## src/rtl/vga_timing_pkg.sv

```systemverilog
// ----------------------------------------------------------------------------
// vga_timing_pkg
// Shared VGA timing defaults (640x480 @ 60 Hz, 25.175 MHz pixel clock) and the
// derived last-count values for the horizontal and vertical counters.
// Also provides a small inclusive-window decode helper used by the sync logic.
// ----------------------------------------------------------------------------
package vga_timing_pkg;

    // Horizontal timing, in pixel clocks.
    localparam int H_DISPLAY_DEF = 640;
    localparam int H_FRONT_DEF   = 16;
    localparam int H_SYNC_DEF    = 96;
    localparam int H_BACK_DEF    = 48;

    // Vertical timing, in lines.
    localparam int V_DISPLAY_DEF = 480;
    localparam int V_BOTTOM_DEF  = 10;
    localparam int V_SYNC_DEF    = 2;
    localparam int V_TOP_DEF     = 33;

    // Last value of each counter before it wraps (799 and 524 by default).
    localparam int H_MAX_DEF = H_DISPLAY_DEF + H_FRONT_DEF + H_SYNC_DEF + H_BACK_DEF - 1;
    localparam int V_MAX_DEF = V_DISPLAY_DEF + V_BOTTOM_DEF + V_SYNC_DEF + V_TOP_DEF - 1;

    // True when lo <= pos <= hi (inclusive window).
    function automatic logic in_window(input logic [9:0] pos, input int lo, input int hi);
        return (int'(pos) >= lo) && (int'(pos) <= hi);
    endfunction

endpackage

```

## src/rtl/vga_hvsync_generator.sv

```systemverilog
// ----------------------------------------------------------------------------
// vga_hvsync_generator
// Free-running VGA raster position counters with sync and blanking decodes.
//
// Ports
//   clk        in   pixel clock, all state on its rising edge
//   reset      in   synchronous active-high reset, forces position (0,0)
//   hsync      out  horizontal sync, active-low
//   vsync      out  vertical sync, active-low
//   display_on out  high while (hpos,vpos) lies in the visible area
//   hpos       out  [9:0] current pixel column, 0..H_MAX
//   vpos       out  [9:0] current line, 0..V_MAX
//
// The decodes are combinational from the registered counters, so the sync and
// blanking outputs always describe exactly the position presented on
// hpos/vpos in the same cycle.
// ----------------------------------------------------------------------------
module vga_hvsync_generator
    import vga_timing_pkg::*;
#(
    parameter int H_DISPLAY = H_DISPLAY_DEF,
    parameter int H_FRONT   = H_FRONT_DEF,
    parameter int H_SYNC    = H_SYNC_DEF,
    parameter int H_BACK    = H_BACK_DEF,
    parameter int V_DISPLAY = V_DISPLAY_DEF,
    parameter int V_BOTTOM  = V_BOTTOM_DEF,
    parameter int V_SYNC    = V_SYNC_DEF,
    parameter int V_TOP     = V_TOP_DEF
) (
    input  logic       clk,
    input  logic       reset,
    output logic       hsync,
    output logic       vsync,
    output logic       display_on,
    output logic [9:0] hpos,
    output logic [9:0] vpos
);

    localparam int H_MAX_I = H_DISPLAY + H_FRONT + H_SYNC + H_BACK - 1;
    localparam int V_MAX_I = V_DISPLAY + V_BOTTOM + V_SYNC + V_TOP - 1;

    localparam logic [9:0] H_MAX    = 10'(H_MAX_I);
    localparam logic [9:0] V_MAX    = 10'(V_MAX_I);
    localparam logic [9:0] H_VIS    = 10'(H_DISPLAY);
    localparam logic [9:0] V_VIS    = 10'(V_DISPLAY);

    // Sync pulses sit after the front porch.
    localparam int HS_FIRST = H_DISPLAY + H_FRONT;
    localparam int HS_LAST  = H_DISPLAY + H_FRONT + H_SYNC - 1;
    localparam int VS_FIRST = V_DISPLAY + V_BOTTOM;
    localparam int VS_LAST  = V_DISPLAY + V_BOTTOM + V_SYNC - 1;

    logic h_wrap;
    logic v_wrap;

    assign h_wrap = (hpos == H_MAX);
    assign v_wrap = (vpos == V_MAX);

    // The line counter advances only on the clock where the pixel counter
    // wraps, so both counters change together on the last pixel of a line.
    always_ff @(posedge clk) begin
        if (reset) begin
            hpos <= '0;
            vpos <= '0;
        end else if (h_wrap) begin
            hpos <= '0;
            vpos <= v_wrap ? '0 : vpos + 10'd1;
        end else begin
            hpos <= hpos + 10'd1;
        end
    end

    assign hsync      = ~in_window(hpos, HS_FIRST, HS_LAST);
    assign vsync      = ~in_window(vpos, VS_FIRST, VS_LAST);
    assign display_on = (hpos < H_VIS) && (vpos < V_VIS);

endmodule

```

## config.mk

```make
export PLATFORM = sky130hd
export DESIGN_NAME = vga_hvsync_generator
export DESIGN_NICKNAME = d
export VERILOG_FILES = /design/src/rtl/vga_timing_pkg.sv /design/src/rtl/vga_hvsync_generator.sv
export SDC_FILE = /design/constraint.sdc
export NUM_CORES = 1
export LEC_CHECK = 0
export ABC_AREA = 1
export ABC_CLOCK_PERIOD_IN_PS = 1400
export BUFFER_PORTS_ARGS = -buffer_cell sky130_fd_sc_hd__buf_2
export CAP_MARGIN = 20
export CELL_PAD_IN_SITES_DETAIL_PLACEMENT = 0
export CELL_PAD_IN_SITES_GLOBAL_PLACEMENT = 1
export CORE_ASPECT_RATIO = 0.6
export CORE_MARGIN = 3
export CORE_UTILIZATION = 34
export DETAILED_ROUTE_END_ITERATION = 8
export GPL_ROUTABILITY_DRIVEN = 0
export HOLD_SLACK_MARGIN = 0.03
export PLACE_DENSITY_LB_ADDON = 0.1
export SLEW_MARGIN = 0
export SYNTH_ARGS = -nofsm -noshare
export SYNTH_HDL_FRONTEND = slang
export SYNTH_SLANG_ARGS = --single-unit
```

## constraint.sdc

```tcl
create_clock -name clk -period 1.4 [get_ports clk]
set_clock_uncertainty 0.2 [all_clocks]
set_input_delay 0.28 -clock clk [delete_from_list [all_inputs] [get_ports clk]]
set_output_delay 0.28 -clock clk [all_outputs]
set_load 0.05 [all_outputs]
```

# After elaboration in Yosys (flattened, before gate mapping)
# Index checks and enable logic that the tools add are counted.
# op_classes
n_lt_le_gt_ge,6
muxes,1
add_sub_neg,2
n_bitwise,2
n_reduce_logical,4
eq_ne,2
# op_table
operator,n
$add A10 B1 Y10 const B,2
$eq A10 B10 Y1 const B,2
$ge A10 B10 Y1 const B,1
$ge A10 B9 Y1 const B,1
$le A10 B10 Y1 const B,1
$le A10 B9 Y1 const B,1
$lt A10 B10 Y1 const B,1
$lt A10 B9 Y1 const B,1
$mux W10,1
$logic_and A1 B1 Y1,3
$not A1 Y1,2
$reduce_or A2 Y1,1
# word_totals
regBits,20
word_cells,19
inputBits,2
out_inout_bits,23

# Logic depth before layout (Yosys ltp)
# logic_depth
depth_word,3
mapped_depth,9
depth_no_buf,9

# Least setup slack after synthesis
# OpenSTA, ideal clock, no wires.
# synth_timing
path_type,register -> output
startpoint,reg hpos[9]
endpoint,out display_on
path_buffers,0
t_arrival_ps,2253
required_time_ps,920
path_stages_with_launch,4
setup_slack_ps,-1333
cell_sequence,dfxtp_1 -> nand2_1 -> inv_2 -> nor4_1
# synth_via
elab_chain_cells,2
# synth_rtl
item,line,source
start: declaration,vga_hvsync_generator.sv:35,"output logic [9:0] hpos,"
start signal: assignment,vga_hvsync_generator.sv:69,hpos <= hpos + 10'd1;
$lt A10 B10 Y1,vga_hvsync_generator.sv:75,assign display_on = (hpos < H_VIS) && (vpos < V_VIS);
$logic_and A1 B1 Y1,vga_hvsync_generator.sv:75,
end: declaration,vga_hvsync_generator.sv:34,"output logic display_on,"
# Every way passes these cells.

# Final worst setup path
# layout_timing
startpoint,reg vpos[0]
endpoint,out vsync
# layout_via
elab_chain_cells,3
elab_cells_between_ends,4
cone_classes,order compare (2); bitwise (1); reduce/logical (1)
# layout_rtl
item,line,source
start: declaration,vga_hvsync_generator.sv:36,output logic [9:0] vpos
start signal: assignment,vga_hvsync_generator.sv:67,vpos <= v_wrap ? '0 : vpos + 10'd1;
$ge A10 B9 Y1 or $le A10 B9 Y1 (tied branches),vga_timing_pkg.sv:27,return (int'(pos) >= lo) && (int'(pos) <= hi);
$logic_and A1 B1 Y1 *,vga_timing_pkg.sv:27,
$not A1 Y1 *,vga_hvsync_generator.sv:74,"assign vsync = ~in_window(vpos, VS_FIRST, VS_LAST);"
end: declaration,vga_hvsync_generator.sv:33,"output logic vsync,"
# Mark *: on every way between the ends. The rest lies on a longest branch, timed or not.

==> results.cfg <==
[cts]
path_clk_slew_ns = 0.08
cts_tree = built
cts.sinks = 20
htreeDepth = 1
clock-root-buffer = clkbuf_8
clockBufferDepth = 2
cts_buffers = 3
insertion_delay_ns = 0.26

[place]
dp_cells = 284
dp_hpwl_um = 2850
port_buffers = 24

[job]
max-cap-violations = 0

[logic_synthesis]
yosysSeqAreaShare = 0.331
yosysTopAreaCell = dfxtp_1
syn-cell-area_sq_um = 1210
synth_top_area_frac = 0.331
synth_cells = 180
yosysWarnings = 0
synth_cell_type_count = 26
syn_avg_cell_area_sq_um = 6.72
synth_fp_nets = 187
synth_area_leaders = dfxtp_1 33%, nand2_1 15%, nor2_1 9.0%, inv_1 7.1%, ha_1 5.2%
ys_seq_elements = 20

[critical_path]
start_kind = flop
path_class = flop to output pin
arrival_ns = 1.28
required_ns = 0.92
cp-end-kind = output pin
critical_path.max_stage_delay_ns = 0.36
crit_fanout = 3
cp_slowest_cell = dfxtp_4
path_cells = inv_2, ha_2, o211ai_1, buf_4

[drt]
wl_met2_um = 2060
route.layer.met1.wl_um = 2130
antenna_left = 0
first_pass_iters = 4
routed_wl_um = 4390
drc = 0
wl_met3_um = 182
num_vias = 1459
wl_per_cell_um = 14.5
routed_via_density = 4.82
first_iter_violations = 60
maxUsedRoutingLayer = met4

[outcome]
outcome = complete, but fails checks
violations = setup timing

[pwr]
irDropWorstVdd_mv = 0.389
p_leak_uw = 0.00109
power_uw = 1160
power_frac_comb = 0.120
clkPwrFrac = 0.396
p_seq_frac = 0.484
powerDensity_nw_per_um2 = 460
p_sw_frac = 0.256
switching_power_uw = 298
internal_power_uw = 866

[hold_path]
hold_path_class = input pin to flop

[cells_and_area]
fin_cells = 303
n_antenna_cell = 0
layout_commonest_cell = nand2_1
nNetsFinal = 266
area_growth_pct = 109
final_cell_mix = 31 x nand2_1, 29 x buf_4, 23 x buf_6
drive_gt1_frac = 0.698

[timing]
max_slew.worst_pin.slew_ns = 0.244
finalSetupViolCount = 24
hold_viol = 0
slew_headroom = 0.836
period_minus_slack_ns = 1.76
rsz0062_at_grt = yes
fin_crit_sh = 1.26
clock.fmax_ghz = 0.568
final-max-slew-violation-count = 0
postLayoutSetupSlackWorst_ns = -0.361

[floorplanning]
ioPinCount = 25
die_w_um = 83.0
coreArea_sq_um = 3320
die_y_um = 52.2
rows = 16
die_area_sq_um = 4330
initial_utilization = 0.364

[global_routing]
grt_pass1_wl_um = 6690
grt_max_degree = 12
grt_pass1_vias = 1372
grt.total_usage = 0.194
grt.overflow.total = 0
antenna_found_initial = 0
## worst paths after layout
path / endpoint / depth (start not counted) / start / slack, ns
max: vsync / 4 / vpos[0] / -0.36
min: hpos[4] / 4 / reset / 0.21
max reg2reg: vpos[7] / 10 / vpos[1] / -0.11
min reg2reg: hpos[0] / 2 / hpos[0] / 0.34
## state kept, by name, summed over array words and instances, names as in the netlist
name	count
vpos	10
hpos	10
## worst max-delay path: cells and delay by family (launching register included)
family	cells	cell delay (ns)
AOI/OAI and AO/OA	1	0.19
buffers and inverters	2	0.29
DFF	1	0.36
adders and majority gates	1	0.18
## final cells by class
| class | instances | area (sq um) |
|---|---|---|
| timing repair buffer | 73 | 797 |
| multi-input combinational | 134 | 1040 |
| tap | 45 | 56.3 |
| clock buffer | 4 | 55.1 |
| fill | 232 | 790 |
| inverter | 27 | 121 |
| sequential | 20 | 460 |
## routing by layer
metal	GRT usage	vias up
li1	-	737
met1	0.288	680
met2	0.305	38
met3	0.0361	4
met4	0.0163	0
met5	0	-
## power groups by stage
| stage | registers, uW | clock network, uW | logic [uW] |
|---|---|---|---|
| 2_1_floorplan | 606 | 0 | 29.3 |
| 3_3_place_gp | 578 | 0 | 87.0 |
| 3_5_place_dp | 579 | 0 | 87.9 |
| 4_1_cts | 565 | 466 | 117 |
| 5_1_grt | 565 | 490 | 147 |
| 6_report | 564 | 462 | 139 |
## per-stage QoR
| stage | utilization | TNS, ns | hold slack, ns | worst slack, ns | area (sq um) |
|---|---|---|---|---|---|
| 2_1_floorplan | - | -2.07 | 0.139 | -0.558 | 1350 |
| 3_3_place_gp | 0.552 | -0.825 | 0.296 | -0.112 | 1830 |
| 3_5_place_dp | 0.552 | -0.964 | 0.303 | -0.129 | 1830 |
| 4_1_cts | 0.695 | -1.58 | 0.161 | -0.353 | 2310 |
| 5_1_grt | 0.762 | -3.47 | 0.245 | -0.405 | 2530 |
| 6_report | 0.762 | -2.21 | 0.206 | -0.361 | 2530 |
## synth_stat cells
cell and instances:
nand3_1 8, nand2_4 1, nor2_8 2, nand3_4 1, o21ai_0 2, nand2_1 49
nand3_2 2, nand4_1 6, o21ai_1 3, inv_4 1, nor2_4 1, ha_1 5
nor2_2 4, nand3b_1 1, o211ai_1 1, inv_1 23, xnor2_1 1, a21oi_1 8
nor2_1 29, nor4_1 2, dfxtp_1 20, inv_2 3, nor3_1 2, nand2_2 3
o2111ai_1 1, xor2_1 1
## cell families (layout without fill, tap and decap cells)
kind of cell	Yosys count	count (layout)	synth area share
XOR/XNOR	2	2	0.0145
AO/OA/AOI/OAI	15	15	0.0672
flip-flops	20	20	0.331
buffers and inverters	27	104	0.0858
adder cells (fa/ha/maj)	5	5	0.0517
AND/OR/NAND/NOR	111	112	0.450
## repair_timing
action                                 CTS  global route
gates cloned                             2             0
hold buffers                             2             0
gates resized for setup                 92            59
setup endpoints to repair               39            38
pin swaps                               26            25
endpoints found under the hold margin    1             0
buffers inserted                         9             5
Note: power is estimated with default switching activity, not from simulation.
